## src/rtl/pll_acq_seq.sv

```systemverilog
// Acquisition/lock sequencer for the software PLL: sweeps the VCO word until the feedback is captured, then tracks and locks.
// Optional build macro: PLL_ACQ_STATS_EN adds the start-to-lock cycle counter on acq_cycles.
module pll_acq_seq #(
    parameter logic [9:0]  FREQ_MIN_RAW = 10'd65,
    parameter logic [9:0]  FREQ_MAX_RAW = 10'd524,
    parameter logic [9:0]  SWEEP_STEP   = 10'd4,
    parameter logic [23:0] WIN_CYCLES   = 24'd2000000,
    parameter logic [23:0] BAL_THRESH   = 24'd4096,
    parameter logic [3:0]  LOCK_WINDOWS = 4'd8,
    parameter logic [23:0] SIG_TIMEOUT  = 24'd2000
) (
    input  logic        clk_50,
    input  logic        rst,
    input  logic        start,
    input  logic        abort,
    input  logic        fb_edge,
    input  logic        slew_fast,
    input  logic        slew_slow,
    output logic        freq_load,
    output logic [9:0]  freq_load_val,
    output logic        hold,
    output logic [1:0]  state,
    output logic        locked,
    output logic        lost,
    output logic [31:0] acq_cycles
);

    localparam logic [1:0] ST_IDLE   = 2'd0;
    localparam logic [1:0] ST_SWEEP  = 2'd1;
    localparam logic [1:0] ST_TRACK  = 2'd2;
    localparam logic [1:0] ST_LOCKED = 2'd3;

    localparam logic [23:0] WIN_LAST = WIN_CYCLES - 24'd1;

    logic [1:0]         state_q, state_d;
    logic [9:0]         freq_q, freq_d;
    logic               load_q, load_d;
    logic               lost_q, lost_d;
    logic [3:0]         good_q, good_d;
    logic [23:0]        win_q, win_d;
    logic signed [23:0] bal_q, bal_d;
    logic               seen_q, seen_d;
    logic [23:0]        sil_q, sil_d;

    logic               active, win_end, sig_loss, good_win;
    logic signed [24:0] bal_sum;
    logic signed [23:0] bal_nxt;
    logic [23:0]        bal_abs;
    logic [10:0]        freq_sum;
    logic [9:0]         freq_wrap;

    assign active   = (state_q != ST_IDLE);
    assign win_end  = active && (win_q == WIN_LAST);
    assign sig_loss = ((state_q == ST_TRACK) || (state_q == ST_LOCKED)) && (sil_q == SIG_TIMEOUT);

    // Balance including this cycle's comparator sample, so the window-end sample is evaluated.
    always_comb begin
        bal_sum = {bal_q[23], bal_q};
        if (slew_fast && !slew_slow) begin
            bal_sum = bal_sum + 25'sd1;
        end else if (slew_slow && !slew_fast) begin
            bal_sum = bal_sum - 25'sd1;
        end
        if (bal_sum > 25'sd8388607) begin
            bal_nxt = 24'sh7FFFFF;
        end else if (bal_sum < -25'sd8388607) begin
            bal_nxt = 24'sh800001;
        end else begin
            bal_nxt = bal_sum[23:0];
        end
        bal_abs = bal_nxt[23] ? (~bal_nxt + 24'd1) : bal_nxt;
    end

    assign good_win  = (bal_abs < BAL_THRESH) && (seen_q || fb_edge);
    assign freq_sum  = {1'b0, freq_q} + {1'b0, SWEEP_STEP};
    assign freq_wrap = (freq_sum > {1'b0, FREQ_MAX_RAW}) ? FREQ_MIN_RAW : freq_sum[9:0];

    // NOTE: every variable gets a default first, so no path through this block can infer a latch.
    always_comb begin
        state_d = state_q;
        freq_d  = freq_q;
        load_d  = 1'b0;
        lost_d  = 1'b0;
        good_d  = good_q;
        if (abort) begin
            state_d = ST_IDLE;
            good_d  = 4'd0;
        end else begin
            case (state_q)
                ST_IDLE: begin
                    if (start) begin
                        state_d = ST_SWEEP;
                        freq_d  = FREQ_MIN_RAW;
                        load_d  = 1'b1;
                        good_d  = 4'd0;
                    end
                end
                ST_SWEEP: begin
                    if (win_end) begin
                        if (good_win) begin
                            state_d = ST_TRACK;
                            good_d  = 4'd0;
                        end else begin
                            freq_d = freq_wrap;
                            load_d = 1'b1;
                        end
                    end
                end
                default: begin
                    // Signal loss wins over a coincident window evaluation.
                    if (sig_loss) begin
                        state_d = ST_SWEEP;
                        freq_d  = FREQ_MIN_RAW;
                        load_d  = 1'b1;
                        lost_d  = 1'b1;
                        good_d  = 4'd0;
                    end else if (win_end) begin
                        if (!good_win) begin
                            state_d = ST_TRACK;
                            good_d  = 4'd0;
                        end else if (state_q == ST_TRACK) begin
                            good_d = good_q + 4'd1;
                            if (good_q + 4'd1 == LOCK_WINDOWS) begin
                                state_d = ST_LOCKED;
                            end
                        end
                    end
                end
            endcase
        end
    end

    // Window bookkeeping restarts on every state change and after every evaluation.
    always_comb begin
        if (!active || (state_d != state_q) || win_end) begin
            win_d  = 24'd0;
            bal_d  = 24'sd0;
            seen_d = 1'b0;
        end else begin
            win_d  = win_q + 24'd1;
            bal_d  = bal_nxt;
            seen_d = seen_q || fb_edge;
        end
        if (fb_edge) begin
            sil_d = 24'd0;
        end else if (sil_q < SIG_TIMEOUT) begin
            sil_d = sil_q + 24'd1;
        end else begin
            sil_d = sil_q;
        end
    end

    // NOTE: non-blocking assignments here so every register samples pre-edge values regardless of statement order.
    always_ff @(posedge clk_50) begin
        if (rst) begin
            state_q <= ST_IDLE;
            freq_q  <= FREQ_MIN_RAW;
            load_q  <= 1'b0;
            lost_q  <= 1'b0;
            good_q  <= 4'd0;
            win_q   <= 24'd0;
            bal_q   <= 24'sd0;
            seen_q  <= 1'b0;
            sil_q   <= 24'd0;
        end else begin
            state_q <= state_d;
            freq_q  <= freq_d;
            load_q  <= load_d;
            lost_q  <= lost_d;
            good_q  <= good_d;
            win_q   <= win_d;
            bal_q   <= bal_d;
            seen_q  <= seen_d;
            sil_q   <= sil_d;
        end
    end

    assign state         = state_q;
    assign freq_load     = load_q;
    assign freq_load_val = freq_q;
    assign hold          = (state_q == ST_IDLE) || (state_q == ST_SWEEP);
    assign locked        = (state_q == ST_LOCKED);
    assign lost          = lost_q;

`ifdef PLL_ACQ_STATS_EN
    logic [31:0] acq_q;
    logic        acq_run_q;
    logic        start_ok;

    assign start_ok = (state_q == ST_IDLE) && start && !abort;

    // The accepting cycle itself counts as 1; counting stops on LOCKED entry.
    always_ff @(posedge clk_50) begin
        if (rst) begin
            acq_q     <= 32'd0;
            acq_run_q <= 1'b0;
        end else if (start_ok) begin
            acq_q     <= 32'd1;
            acq_run_q <= 1'b1;
        end else if (acq_run_q) begin
            if (acq_q != 32'hFFFF_FFFF) begin
                acq_q <= acq_q + 32'd1;
            end
            if (abort || (state_d == ST_LOCKED)) begin
                acq_run_q <= 1'b0;
            end
        end
    end

    assign acq_cycles = acq_q;
`else
    assign acq_cycles = 32'd0;
`endif

endmodule
```

## config.mk

```make
export PLATFORM = sky130hd
export DESIGN_NAME = pll_acq_seq
export DESIGN_NICKNAME = d
export VERILOG_FILES = /design/src/rtl/pll_acq_seq.sv
export SDC_FILE = /design/constraint.sdc
export NUM_CORES = 1
export LEC_CHECK = 0
export CAP_MARGIN = 5
export CORE_MARGIN = 3
export CORE_UTILIZATION = 50
export DETAILED_ROUTE_END_ITERATION = 6
export GPL_TIMING_DRIVEN = 0
export PLACE_DENSITY = 0.76
export SETUP_SLACK_MARGIN = 0.15
export SLEW_MARGIN = 20
export SYNTH_ARGS = -nofsm -noshare
export SYNTH_HDL_FRONTEND = slang
export SYNTH_SLANG_ARGS = --single-unit
```

## constraint.sdc

```tcl
create_clock -name clk_50 -period 12.54 [get_ports clk_50]
set_clock_uncertainty 0.2 [all_clocks]
set_input_delay 1.254 -clock clk_50 [delete_from_list [all_inputs] [get_ports clk_50]]
set_output_delay 1.254 -clock clk_50 [all_outputs]
set_load 0.02 [all_outputs]
```

==> results of run 1 <==
==> per-layer routing <==
| metal | up-vias | part of all wire | track usage |
|---|---|---|---|
| met3 | 41 | 0.072 | 0.0381 |
| met2 | 244 | 0.46 | 0.353 |
| met4 | 0 | 0.025 | 0.0850 |
| met1 | 2688 | 0.45 | 0.318 |
| li1 | 2935 | - | - |
| met5 | - | 0 | 0 |
==> synthesized netlist by cell type (6+ instances only) <==
cell type / n / area share
a211oi_1: 6 / 0.0073
a21oi_1: 43 / 0.035
a22oi_1: 6 / 0.0073
a31oi_1: 7 / 0.0071
and2_1: 17 / 0.017
and3_1: 18 / 0.018
and4_1: 6 / 0.0085
buf_4: 36 / 0.044
clkbuf_1: 25 / 0.015
dfxtp_1: 90 / 0.29
ha_1: 8 / 0.016
inv_1: 15 / 0.0091
nand2_1: 66 / 0.040
nand2b_1: 8 / 0.0081
nand3_1: 39 / 0.031
nand4_1: 31 / 0.031
nor2_1: 82 / 0.050
nor2b_1: 9 / 0.0091
nor3_1: 17 / 0.014
nor4_1: 21 / 0.021
nor4b_1: 6 / 0.0085
o21ai_0: 30 / 0.024
or2_2: 12 / 0.012
or3_1: 9 / 0.0091
xnor2_1: 22 / 0.031
xor2_1: 24 / 0.034
==> registers in the layout (all words and copies together) (netlist names) <==
signal         cells
bal_q             24
sil_q             24
win_q             24
freq_load_val      9
good_q             4
state              2
freq_load          1
lost               1
seen_q             1
==> power by group <==
| group | switching, µW | internal (µW) |
|---|---|---|
| Combinational | 75.2 | 44.8 |
| Clock | 131 | 160 |
| Sequential | 1.75 | 287 |
==> layout make-up <==
cell class | count | area (µm²)
clock buffer | 9 | 225
clock inverter | 7 | 93.8
multi-input combinational | 638 | 4040
tap | 168 | 210
timing repair buffer | 20 | 200
sequential | 90 | 1800
fill | 1095 | 5000
buffer | 72 | 432
inverter | 15 | 56.3
==> worst max-delay path by stage <==
stage                     startpoint          endpoint  slack [ns]  cells past startpoint
after floorplan            slew_fast  freq_load_val[3]        6.83                     14
after global placement     slew_fast  freq_load_val[3]        5.78                     15
after detailed placement   slew_fast  freq_load_val[3]        5.80                     15
after CTS                  slew_fast  freq_load_val[3]        6.17                     15
after global routing       slew_fast         good_q[1]        5.76                     16
final                      slew_fast  freq_load_val[3]        6.10                     15
==> cell families (layout without fill, tap and decap cells) <==
| logic type | count (synthesis) | in the layout | synth area share |
|---|---|---|---|
| compound gates | 160 | 160 | 0.183 |
| fa+ha+maj | 13 | 13 | 0.0242 |
| flops | 90 | 90 | 0.291 |
| mux | 8 | 8 | 0.0153 |
| other cells | 1 | 33 | 0.000605 |
| simple gates | 375 | 375 | 0.333 |
| xor+xnor | 49 | 49 | 0.0747 |
| buf+inv | 87 | 123 | 0.0787 |
==> placed cells by master (no fill, tap or decap), types with 22 or more instances in the layout <==
cell and count:
dfxtp_1 90, nor2_1 82, a21oi_1 43, xor2_1 24, nand2_1 66, buf_4 36
nand4_1 31, conb_1 33, clkbuf_1 25, o21ai_0 30, nand3_1 39, xnor2_1 22
==> worst register-to-register path, cell delays in order, from the launching register on <==
cell	delay, ns
dfxtp_1	0.35
clkbuf_1	0.34
and4_1	0.25
clkbuf_1	0.30
nand3_1	0.22
a221o_1	0.41
xnor2_1	0.22
or4_1	0.56
buf_4	0.17
or4b_1	0.51
nand3_1	0.18
nor3_1	0.08
or4b_1	0.49
nand4bb_4	0.22
a2111oi_4	0.35
o21ai_2	0.22
mux2_4	0.33
==> through the flow <==
stage | cells | setup slack [ns] | utilization | power [µW] | hold slack (ns)
global route | 1019 | 5.76 | 0.585 | 727 | 0.278
global placement | 1003 | 5.78 | 0.558 | 411 | 0.243
CTS | 1019 | 6.17 | 0.585 | 701 | 0.265
detailed placement | 1003 | 5.80 | 0.559 | 411 | 0.245
finish | 1019 | 6.10 | 0.585 | 700 | 0.261
floorplan | 815 | 6.83 | - | 387 | 0.226
==> results.json, run 1 <==
{
  "placed_cell_area_mm2": 0.00674,
  "nNetsFinal": 861,
  "hold_path_end": "sil_q[22]",
  "hold_viol": 0,
  "worstMarginPinSlew_ns": 0.769,
  "clkLatencyLatePin_ns": 0.35,
  "cts-resized-gates": 0,
  "drc": 0,
  "cts_tree": "done",
  "min_period_over_period": 0.514,
  "power_density_mw_per_mm2": 99.2,
  "via_per_inst": 5.80,
  "cpPeakStageDelay_ns": 0.57,
  "ff2ff_path_depth": 16,
  "die_x_um": 117,
  "rsz0062_at_grt": "false",
  "ir_drop_mv": 0.108,
  "synth_area_per_cell_um2": 7.92,
  "slew_viol_final": 0,
  "async_flop_share": 0,
  "worstPathRequired_ns": 12.59,
  "io_buffer_count": 20,
  "ys_seq_area_frac": 0.291,
  "hold_path_depth": 1,
  "globalplace.congestion": 0.973,
  "ys_warn_count": 0,
  "drt-total-wl_um": 15600,
  "cts_hold_buf": 0,
  "cts_buffers": 9,
  "synth_cells": 783,
  "leakage_uw": 0.00259,
  "pin_count": 55,
  "max_freq_mhz": 155,
  "min-delay-start": "sil_q[22]",
  "final_area_mm2": 0.00706,
  "crit_path_end_kind": "flip-flop",
  "clock_tree.buffer_depth": 2,
  "rrSetupSlack_ns": 7.05,
  "first_pass_iters": 5,
  "initial_core_util": 0.514,
  "worstSetupPathType": "input pin to flip-flop",
  "synth.cell_area_mm2": 0.00620,
  "rows": 40,
  "die_h_um": 117,
  "crit_top_cell": "or4b_1",
  "ys.flop_type": "dfxtp_1",
  "place_hpwl_um": 11400,
  "clk_pin_slew_worst_paths_ns": 0.08,
  "grt_pass1_vias": 5343,
  "setup_viol": 0,
  "critPathBufInv": 2,
  "critPathArrivalTime_ns": 6.49,
  "fin_setup_tns_ns": 0,
  "r2r-end": "freq_load_val[3]",
  "fin_crit_ns": 6.44,
  "ys_seq_elements": 90,
  "max-cap-violations": 0,
  "overflow": 0,
  "path_max_fanout": 10,
  "ant_nets": 0,
  "hold_path_class": "flip-flop to flip-flop",
  "grt_antenna_before_repair": 0,
  "ys_types": 90,
  "startpoint_type": "input pin",
  "cts_sinks": 90,
  "cts_setup_buffers": 0,
  "path_cells": "clkdlybuf4s50_1, nor4b_4, nand2_1, o311ai_1, o211ai_1, or4_1, buf_4, or4b_1, nand3_1, nor3_1, or4b_1, nand4bb_4, a2111oi_4, o21ai_2, mux2_4",
  "crit_slowest_cell": "nor4b_4",
  "area_growth_pct": 13.8,
  "synth_edf_count": 0,
  "n_antenna_cell": 0,
  "vias": 5908,
  "avgRoutedWirePerCell_um": 15.3,
  "final_layout_size_suffix_gt1_frac": 0.118,
  "core-area_mm2": 0.0121,
  "die-area_mm2": 0.0138,
  "grt_max_degree": 19,
  "grt_pass1_wl_um": 26300,
  "grt_usage": 0.227,
  "cts-root-buf": "clkbuf_16",
  "h-tree-depth": 3,
  "drt_iter0_markers": 630,
  "crit_family": "simple AND/OR/NAND/NOR gates",
  "status": "completed",
  "rr_startpoint": "bal_q[6]",
  "relSlewSlack": 0.484
}
Power figures use the tool's default switching activity.
==> inputs of run 2 (changes only) <==
Clock period 12.54 ns to 6.4 ns, I/O delays scaled along.
==> results of run 2 <==
The final DEF is identical to that of run 1. Status: completed.
Main changes from that run: setup slack after placement 5.80 ns -> 0.277 ns; setup slack after layout 6.10 ns -> 0.574 ns; register-to-register setup slack 7.05 ns -> 0.91 ns; total power 700 µW -> 1370 µW; worst IR drop on VDD 0.108 mV -> 0.212 mV
